## config.mk

```make
export PLATFORM = sky130hd
export DESIGN_NAME = edge_bbox_stat
export DESIGN_NICKNAME = d
export VERILOG_FILES = /design/src/rtl/edge_bbox_stat.sv
export SDC_FILE = /design/constraint.sdc
export NUM_CORES = 1
export LEC_CHECK = 0
export BUFFER_PORTS_ARGS = -buffer_cell sky130_fd_sc_hd__buf_2
export CORE_MARGIN = 2
export CORE_UTILIZATION = 40
export CTS_CLUSTER_DIAMETER = 60
export DETAILED_ROUTE_END_ITERATION = 8
export PLACE_DENSITY = 0.64
export SLEW_MARGIN = 10
export SYNTH_ARGS = -nofsm -noshare
export SYNTH_HDL_FRONTEND = slang
export SYNTH_SLANG_ARGS = --single-unit
```

## constraint.sdc

```tcl
create_clock -name clk -period 2.2 [get_ports clk]
set_input_delay 0.22 -clock clk [delete_from_list [all_inputs] [get_ports clk]]
set_output_delay 0.22 -clock clk [all_outputs]
set_load 0.005 [all_outputs]
```

## src/rtl/edge_bbox_stat.sv

```systemverilog
// Per-frame edge statistics: counts edge pixels and tracks their bounding box,
// latching the results and pulsing frame_done at every armed frame end.
module edge_bbox_stat #(
  parameter logic [10:0] IMG_HDISP = 11'd640,
  parameter logic [10:0] IMG_VDISP = 11'd480
) (
  input  logic        clk,
  input  logic        rst_n,
  input  logic        per_img_vsync,
  input  logic        per_img_href,
  input  logic        per_img_clken,
  input  logic        per_img_bit,
  output logic [10:0] box_xmin,
  output logic [10:0] box_xmax,
  output logic [10:0] box_ymin,
  output logic [10:0] box_ymax,
  output logic [21:0] edge_cnt,
  output logic        box_valid,
  output logic        frame_done
);

  localparam logic [21:0] CNT_MAX = 22'h3FFFFF;

  logic        vsync_d_reg;
  logic        href_d_reg;
  logic        seen_low_reg;
  logic        armed_reg;
  logic [10:0] x_reg;
  logic [10:0] y_reg;
  logic [21:0] acc_cnt_reg;
  logic [10:0] acc_xmin_reg;
  logic [10:0] acc_xmax_reg;
  logic [10:0] acc_ymin_reg;
  logic [10:0] acc_ymax_reg;
  logic        found_reg;

  logic pix_v;
  logic frame_start;
  logic frame_end;
  logic line_end;
  logic hit;
  logic first_hit;

  assign pix_v       = per_img_vsync & per_img_href & per_img_clken;
  assign frame_start = per_img_vsync & ~vsync_d_reg;
  assign frame_end   = ~per_img_vsync & vsync_d_reg;
  assign line_end    = ~per_img_href & href_d_reg;
  assign hit         = pix_v & per_img_bit & (x_reg < IMG_HDISP) & (y_reg < IMG_VDISP);
  // A pixel coinciding with frame start sees freshly cleared accumulators.
  assign first_hit   = frame_start | ~found_reg;

  always_ff @(posedge clk or negedge rst_n) begin
    if (!rst_n) begin
      vsync_d_reg  <= 1'b0;
      href_d_reg   <= 1'b0;
      seen_low_reg <= 1'b0;
      armed_reg    <= 1'b0;
    end else begin
      vsync_d_reg <= per_img_vsync;
      href_d_reg  <= per_img_href;
      if (!per_img_vsync)
        seen_low_reg <= 1'b1;
      // Only a start observed after a genuine low phase arms reporting, so a
      // frame already running at reset release is discarded.
      if (frame_start && seen_low_reg)
        armed_reg <= 1'b1;
      else if (frame_end)
        armed_reg <= 1'b0;
    end
  end

  always_ff @(posedge clk or negedge rst_n) begin
    if (!rst_n) begin
      x_reg <= 11'd0;
      y_reg <= 11'd0;
    end else begin
      if (!per_img_href)
        x_reg <= 11'd0;
      else if (pix_v && (x_reg < IMG_HDISP))
        x_reg <= x_reg + 11'd1;

      if (!per_img_vsync || frame_start)
        y_reg <= 11'd0;
      else if (line_end && (y_reg < IMG_VDISP))
        y_reg <= y_reg + 11'd1;
    end
  end

  always_ff @(posedge clk or negedge rst_n) begin
    if (!rst_n) begin
      acc_cnt_reg  <= 22'd0;
      acc_xmin_reg <= 11'd0;
      acc_xmax_reg <= 11'd0;
      acc_ymin_reg <= 11'd0;
      acc_ymax_reg <= 11'd0;
      found_reg    <= 1'b0;
    end else begin
      if (frame_start) begin
        acc_cnt_reg  <= 22'd0;
        acc_xmin_reg <= 11'd0;
        acc_xmax_reg <= 11'd0;
        acc_ymin_reg <= 11'd0;
        acc_ymax_reg <= 11'd0;
        found_reg    <= 1'b0;
      end
      if (hit) begin
        if (first_hit) begin
          acc_cnt_reg  <= 22'd1;
          acc_xmin_reg <= x_reg;
          acc_xmax_reg <= x_reg;
          acc_ymin_reg <= y_reg;
          acc_ymax_reg <= y_reg;
          found_reg    <= 1'b1;
        end else begin
          if (acc_cnt_reg != CNT_MAX)
            acc_cnt_reg <= acc_cnt_reg + 22'd1;
          if (x_reg < acc_xmin_reg)
            acc_xmin_reg <= x_reg;
          if (x_reg > acc_xmax_reg)
            acc_xmax_reg <= x_reg;
          if (y_reg < acc_ymin_reg)
            acc_ymin_reg <= y_reg;
          if (y_reg > acc_ymax_reg)
            acc_ymax_reg <= y_reg;
        end
      end
    end
  end

  always_ff @(posedge clk or negedge rst_n) begin
    if (!rst_n) begin
      box_xmin   <= 11'd0;
      box_xmax   <= 11'd0;
      box_ymin   <= 11'd0;
      box_ymax   <= 11'd0;
      edge_cnt   <= 22'd0;
      box_valid  <= 1'b0;
      frame_done <= 1'b0;
    end else begin
      frame_done <= 1'b0;
      if (frame_end && armed_reg) begin
        box_xmin   <= found_reg ? acc_xmin_reg : 11'd0;
        box_xmax   <= found_reg ? acc_xmax_reg : 11'd0;
        box_ymin   <= found_reg ? acc_ymin_reg : 11'd0;
        box_ymax   <= found_reg ? acc_ymax_reg : 11'd0;
        edge_cnt   <= found_reg ? acc_cnt_reg : 22'd0;
        box_valid  <= found_reg;
        frame_done <= 1'b1;
      end
    end
  end

endmodule

```

Word-level counts from Yosys, hierarchy flattened
Cells that the tools add are included.
{ "word_totals": {"input_bits": 6, "regBits": 161, "output_inout_bits": 68, "wordCells": 86} }
{ "op_classes": {"bitwise_logic": 13, "order_cmp": 6, "muxes": 35, "reduce_logical": 8, "addsub": 3, "n_eq_ne": 2} }
{ "op_table": {"columns": ["operator", "count"], "rows": [
  ["$mux 11", 24],
  ["$mux 22", 5],
  ["$add 11x1->11 const B", 2],
  ["$add 22x1->22 const B", 1],
  ["$gt 11x11->1", 2],
  ["$lt 11x11->1", 2],
  ["$ne 22x22->1 const B", 1],
  ["$lt 11x10->1 const B", 1],
  ["$lt 11x9->1 const B", 1],
  ["$and 1x1->1", 8],
  ["$mux 1", 6],
  ["$logic_and 1x1->1", 4],
  ["$not 1->1", 4],
  ["$reduce_bool 2->1", 2],
  ["$ne 2x1->1 const B", 1],
  ["$logic_not 1->1", 1],
  ["$logic_or 1x1->1", 1],
  ["$or 1x1->1", 1]
]} }

Logic depth before layout (Yosys ltp)
{ "depth": {"ltp_word": 6, "mapped_depth": 9, "mapped_depth_nobuf": 8} }

Worst setup path before layout
OpenSTA, ideal clock, no wires.
{ "synth_timing": {"kind": "register -> register", "from": "register x_reg[7]", "to": "register acc_xmax_reg[0]", "setup_time_ps": 66, "stages_incl_launch_ff": 8, "required_time_ps": 2134, "arrival_time_ps": 2038, "synth_period_minus_slack_ps": 2104, "slack_ps": 96, "n_path_buf": 1, "path_cell_list": "dfrtp_1 -> ha_1 -> and3_1 -> a221oi_1 -> nor3b_1 -> a21o_1 -> buf_2 -> a22o_1"} }
{ "synth_between": {"elab_chain_len": 4, "elab_cells_between_ends": 7} }
{ "synth_rtl": {"columns": ["element", "line", "text"], "rows": [
  ["from (decl)", "28", "logic [10:0] x_reg;"],
  ["from (signal assigned)", "80", "x_reg <= x_reg + 11'd1;"],
  ["$gt 11x11->1 or $lt 11x10->1 (tied branches)", "119, 48", null],
  ["$mux 11 or $and 1x1->1 (tied branches)", "119, 48", null],
  ["$mux 11 or $and 1x1->1 (tied branches)", "107, 48", null],
  ["$mux 11 *", "106", "if (hit) begin"],
  ["to (signal assigned)", "110", "acc_xmax_reg <= x_reg;"],
  ["to (signal assigned)", "120", "acc_xmax_reg <= x_reg;"],
  ["to (decl)", "32", "logic [10:0] acc_xmax_reg;"]
]} }
Mark *: on every way between the ends. The rest lies on a longest branch, timed or not.
A chain may end at the register's enable or synchronous reset.

Worst setup path after layout
{ "layout_timing": {"from": "register x_reg[7]", "to": "register acc_xmax_reg[6]"} }
The elaborated chain is that of the path after synthesis.

==> reports/qor.csv <==
stage,metric,value,unit
finish,layout-drive-gt1-share,19.6,%
outcome,status,completed,
timing,final.setup_skew,10.8,ps
cts,cts_tree,done,
route,first_iter_violations,278,
floorplan,top_level_ports,74,
route,wl_per_cell,15.5,um
worst_setup_path,worstSetupPathType,reg2reg,
pwr,seqPwrFrac,47.6,%
route,route.detailed.drc,0,
worst_setup_path,cp.required,2510,ps
worst_setup_path,endpoint,acc_xmax_reg[6],
place,place_congestion,0.853,
cts,ctsRootBufferMaster,clkbuf_16,
route,dr.pass1.iters,4,
pwr,internal-power,4810,uW
floorplan,fp.dieH,144,um
synth,synth_warnings,0,
worst_setup_path,cp_common_cell,a22o_1,
finish,diodes,0,
timing,hold_viol,0,
timing,slew_headroom,59.5,%
grt,grt_overflow,0,
cts,cts_buffers,17,
worst_hold_path,hold_class,in2async,
finish,syn2layout_area_growth,21.3,%
worst_setup_path,path_cells,"ha_1, and3_1, nand3_1, o22ai_1, a22o_1, a21o_2, a22o_1",
finish,mostFrequentLayoutCells,"nand2_1, dfrtp_1, buf_2",
route,num_vias,6221,
place,dp.cells,1180,
timing,tightest_slew,608,ps
worst_setup_path,start_kind,register,
worst_setup_path,r2r_slack,100,ps
synth,synthFlopType,dfrtp_1,
pwr,p_total,6290,uW
synth,yosysSeqAreaShare,51.1,%
cts,clock_latency,430,ps
synth,avgSynthCellArea,9.55,um2
worst_setup_path,critPathMaxFanout,10,
timing,post-route-min-period,2100,ps
pwr,switching_share,23.6,%
floorplan,coreArea,19400,um2
worst_setup_path,reg2reg_to,acc_xmax_reg[6],
floorplan,dieArea,20900,um2
worst_setup_path,crit_path_start,x_reg[7],
place,hpwl,13200,um
grt,grt_max_degree,79,
timing,rsz0062_at_grt,false,
timing,setup_viol,0,
place,portBuffers,73,
cts,cts_max_level,4,
synth,syn_nets,877,
grt,grt_pass1_vias,5962,
finish,fin_area,9570,um2
timing,slew_viol_final,0,
synth,async_reset_ff_share,100,%
worst_setup_path,worst_path_largest_cell_delay,410,ps
synth,mappedNetlistArea,7890,um2
timing,final.setup.tns,0,ps
finish,final-instance-count-excl-fill,1222,
cts,clk_pin_slew_worst_paths,60,ps
pwr,clockPowerShare,46.5,%
worst_setup_path,reg2reg_from,x_reg[7],
worst_setup_path,cp.arrival,2410,ps
worst_setup_path,crit_path_end_kind,register,
timing,fmax,477,MHz
worst_setup_path,cp_slowest_cell,dfrtp_1,
route,viasPerCell,5.09,
finish,final_nets,995,
pwr,ir_drop,0.575,mV
route,drt_wl_total,18900,um
grt,grtUsageTotal,19.1,%
worst_setup_path,r2r_cells,7,
cts,cts.path.max_buffers,2,
cts,clock-sinks,161,
floorplan,rows,51,
synth,synthCells,826,
timing,finalCritPeriodShare,95.3,%
synth,synth_edf_count,0,
pwr,p_leak,0.00445,uW
floorplan,initial_core_util,40.7,%
synth,ys_ff_latch,161,
floorplan,fp.dieW,144,um
pwr,p_comb_share,5.9,%
pwr,p_switching,1480,uW
run,drv_cap,0,
grt,antenna_found_initial,0,
route,final_antenna_net_count,0,
place,placed_area,8870,um2
finish,layout_commonest_cell,nand2_1,
pwr,powerDensity,657,nW/um2
synth,yosys.cell_types.count,60,
grt,grt_pass1_wl,31200,um
-- cells in the mapped netlist (all sizes together) (3+ instances only) --
cell type / n / area share, %
clkbuf: 18 / 0.86
and3: 14 / 1.1
buf: 17 / 1.2
ha: 45 / 7.1
nor2b: 4 / 0.32
nor3b: 3 / 0.35
a21o: 4 / 0.38
inv: 66 / 3.1
nand4: 9 / 0.79
and2: 7 / 0.56
nor2: 37 / 1.8
and4: 4 / 0.44
nand3b: 6 / 0.57
nand3: 22 / 1.7
a22o: 12 / 1.3
dfrtp: 161 / 51
nor3: 14 / 1.2
a22oi: 3 / 0.29
a31oi: 9 / 0.71
o31ai: 42 / 4.0
o21ai: 79 / 5.0
nand2b: 7 / 0.56
a211oi: 6 / 0.79
a21oi: 29 / 2.0
nand2: 166 / 8.0
xnor2: 19 / 2.1
-- area by class of cell --
type / count / area [um2]
fill: 1859 / 9830
sequential: 161 / 4030
multi-input combinational: 565 / 3510
timing repair buffer: 133 / 880
clock buffer: 22 / 464
tap: 265 / 332
inverter: 66 / 248
clock inverter: 10 / 109
-- worst min-delay path by stage --
stage / slack, ps / startpoint / endpoint
2_1_floorplan: -80 / rst_n / acc_cnt_reg[0]
3_3_place_gp: 260 / rst_n / box_xmax[3]
3_5_place_dp: 260 / rst_n / box_xmax[3]
4_1_cts: 280 / per_img_bit / acc_cnt_reg[7]
5_1_grt: 360 / per_img_bit / acc_cnt_reg[12]
6_report: 360 / rst_n / box_xmax[3]
-- through the flow --
stage / utilization [%] / worst slack, ps / hold WS (ps)
2_1_floorplan: - / 95.6 / -75.6
3_3_place_gp: 45.7 / 42.5 / 256
3_5_place_dp: 45.7 / -6.46 / 258
4_1_cts: 48.9 / 36.5 / 278
5_1_grt: 49.3 / 2.86 / 363
6_report: 49.3 / 104 / 356
-- power groups by stage --
stage / Sequential (uW) / Clock (uW) / Combinational (uW)
final: 2990 / 2920 / 371
after CTS: 2990 / 2970 / 372
after global placement: 3050 / 0 / 361
after floorplan: 3050 / 0 / 181
after detailed placement: 3050 / 0 / 364
after global routing: 3000 / 3110 / 416
-- cells by family after synthesis --
| kind of cell | after synthesis | share of synthesized area, % |
|---|---|---|
| xor gates and xnor gates | 19 | 2.11 |
| adders and majority gates | 45 | 7.14 |
| buffers and inverters | 101 | 5.15 |
| muxes | 3 | 0.396 |
| and+or+nand+nor | 304 | 18.5 |
| AOI/OAI and AO/OA | 193 | 15.6 |
| DFF | 161 | 51.1 |
-- worst max-delay path: cells and delay by family (launching register included) --
kind	cells	cell delay [ps]
adders and majority gates	1	330
AOI/OAI and AO/OA	4	880
DFF	1	410
and+or+nand+nor	2	340
-- timing repair --
item / CTS / global route
cloned: 0 / 1
hold buffers: 3 / 0
resized for setup: 2 / 7
hold endpoints to repair: 60 / 0
setup buffers: 0 / 6
pin swaps: 0 / 4
endpoints found under the setup margin: 12 / 51
-- metal layers --
layer,GRT usage (%),vias to the layer above,share of wire [%]
li1,-,3096,-
met1,27.7,3016,51
met2,28.9,98,45
met3,4.14,11,3.5
met4,5.21,0,0.94
met5,0,-,0
Note: power is estimated with default switching activity, not from simulation.
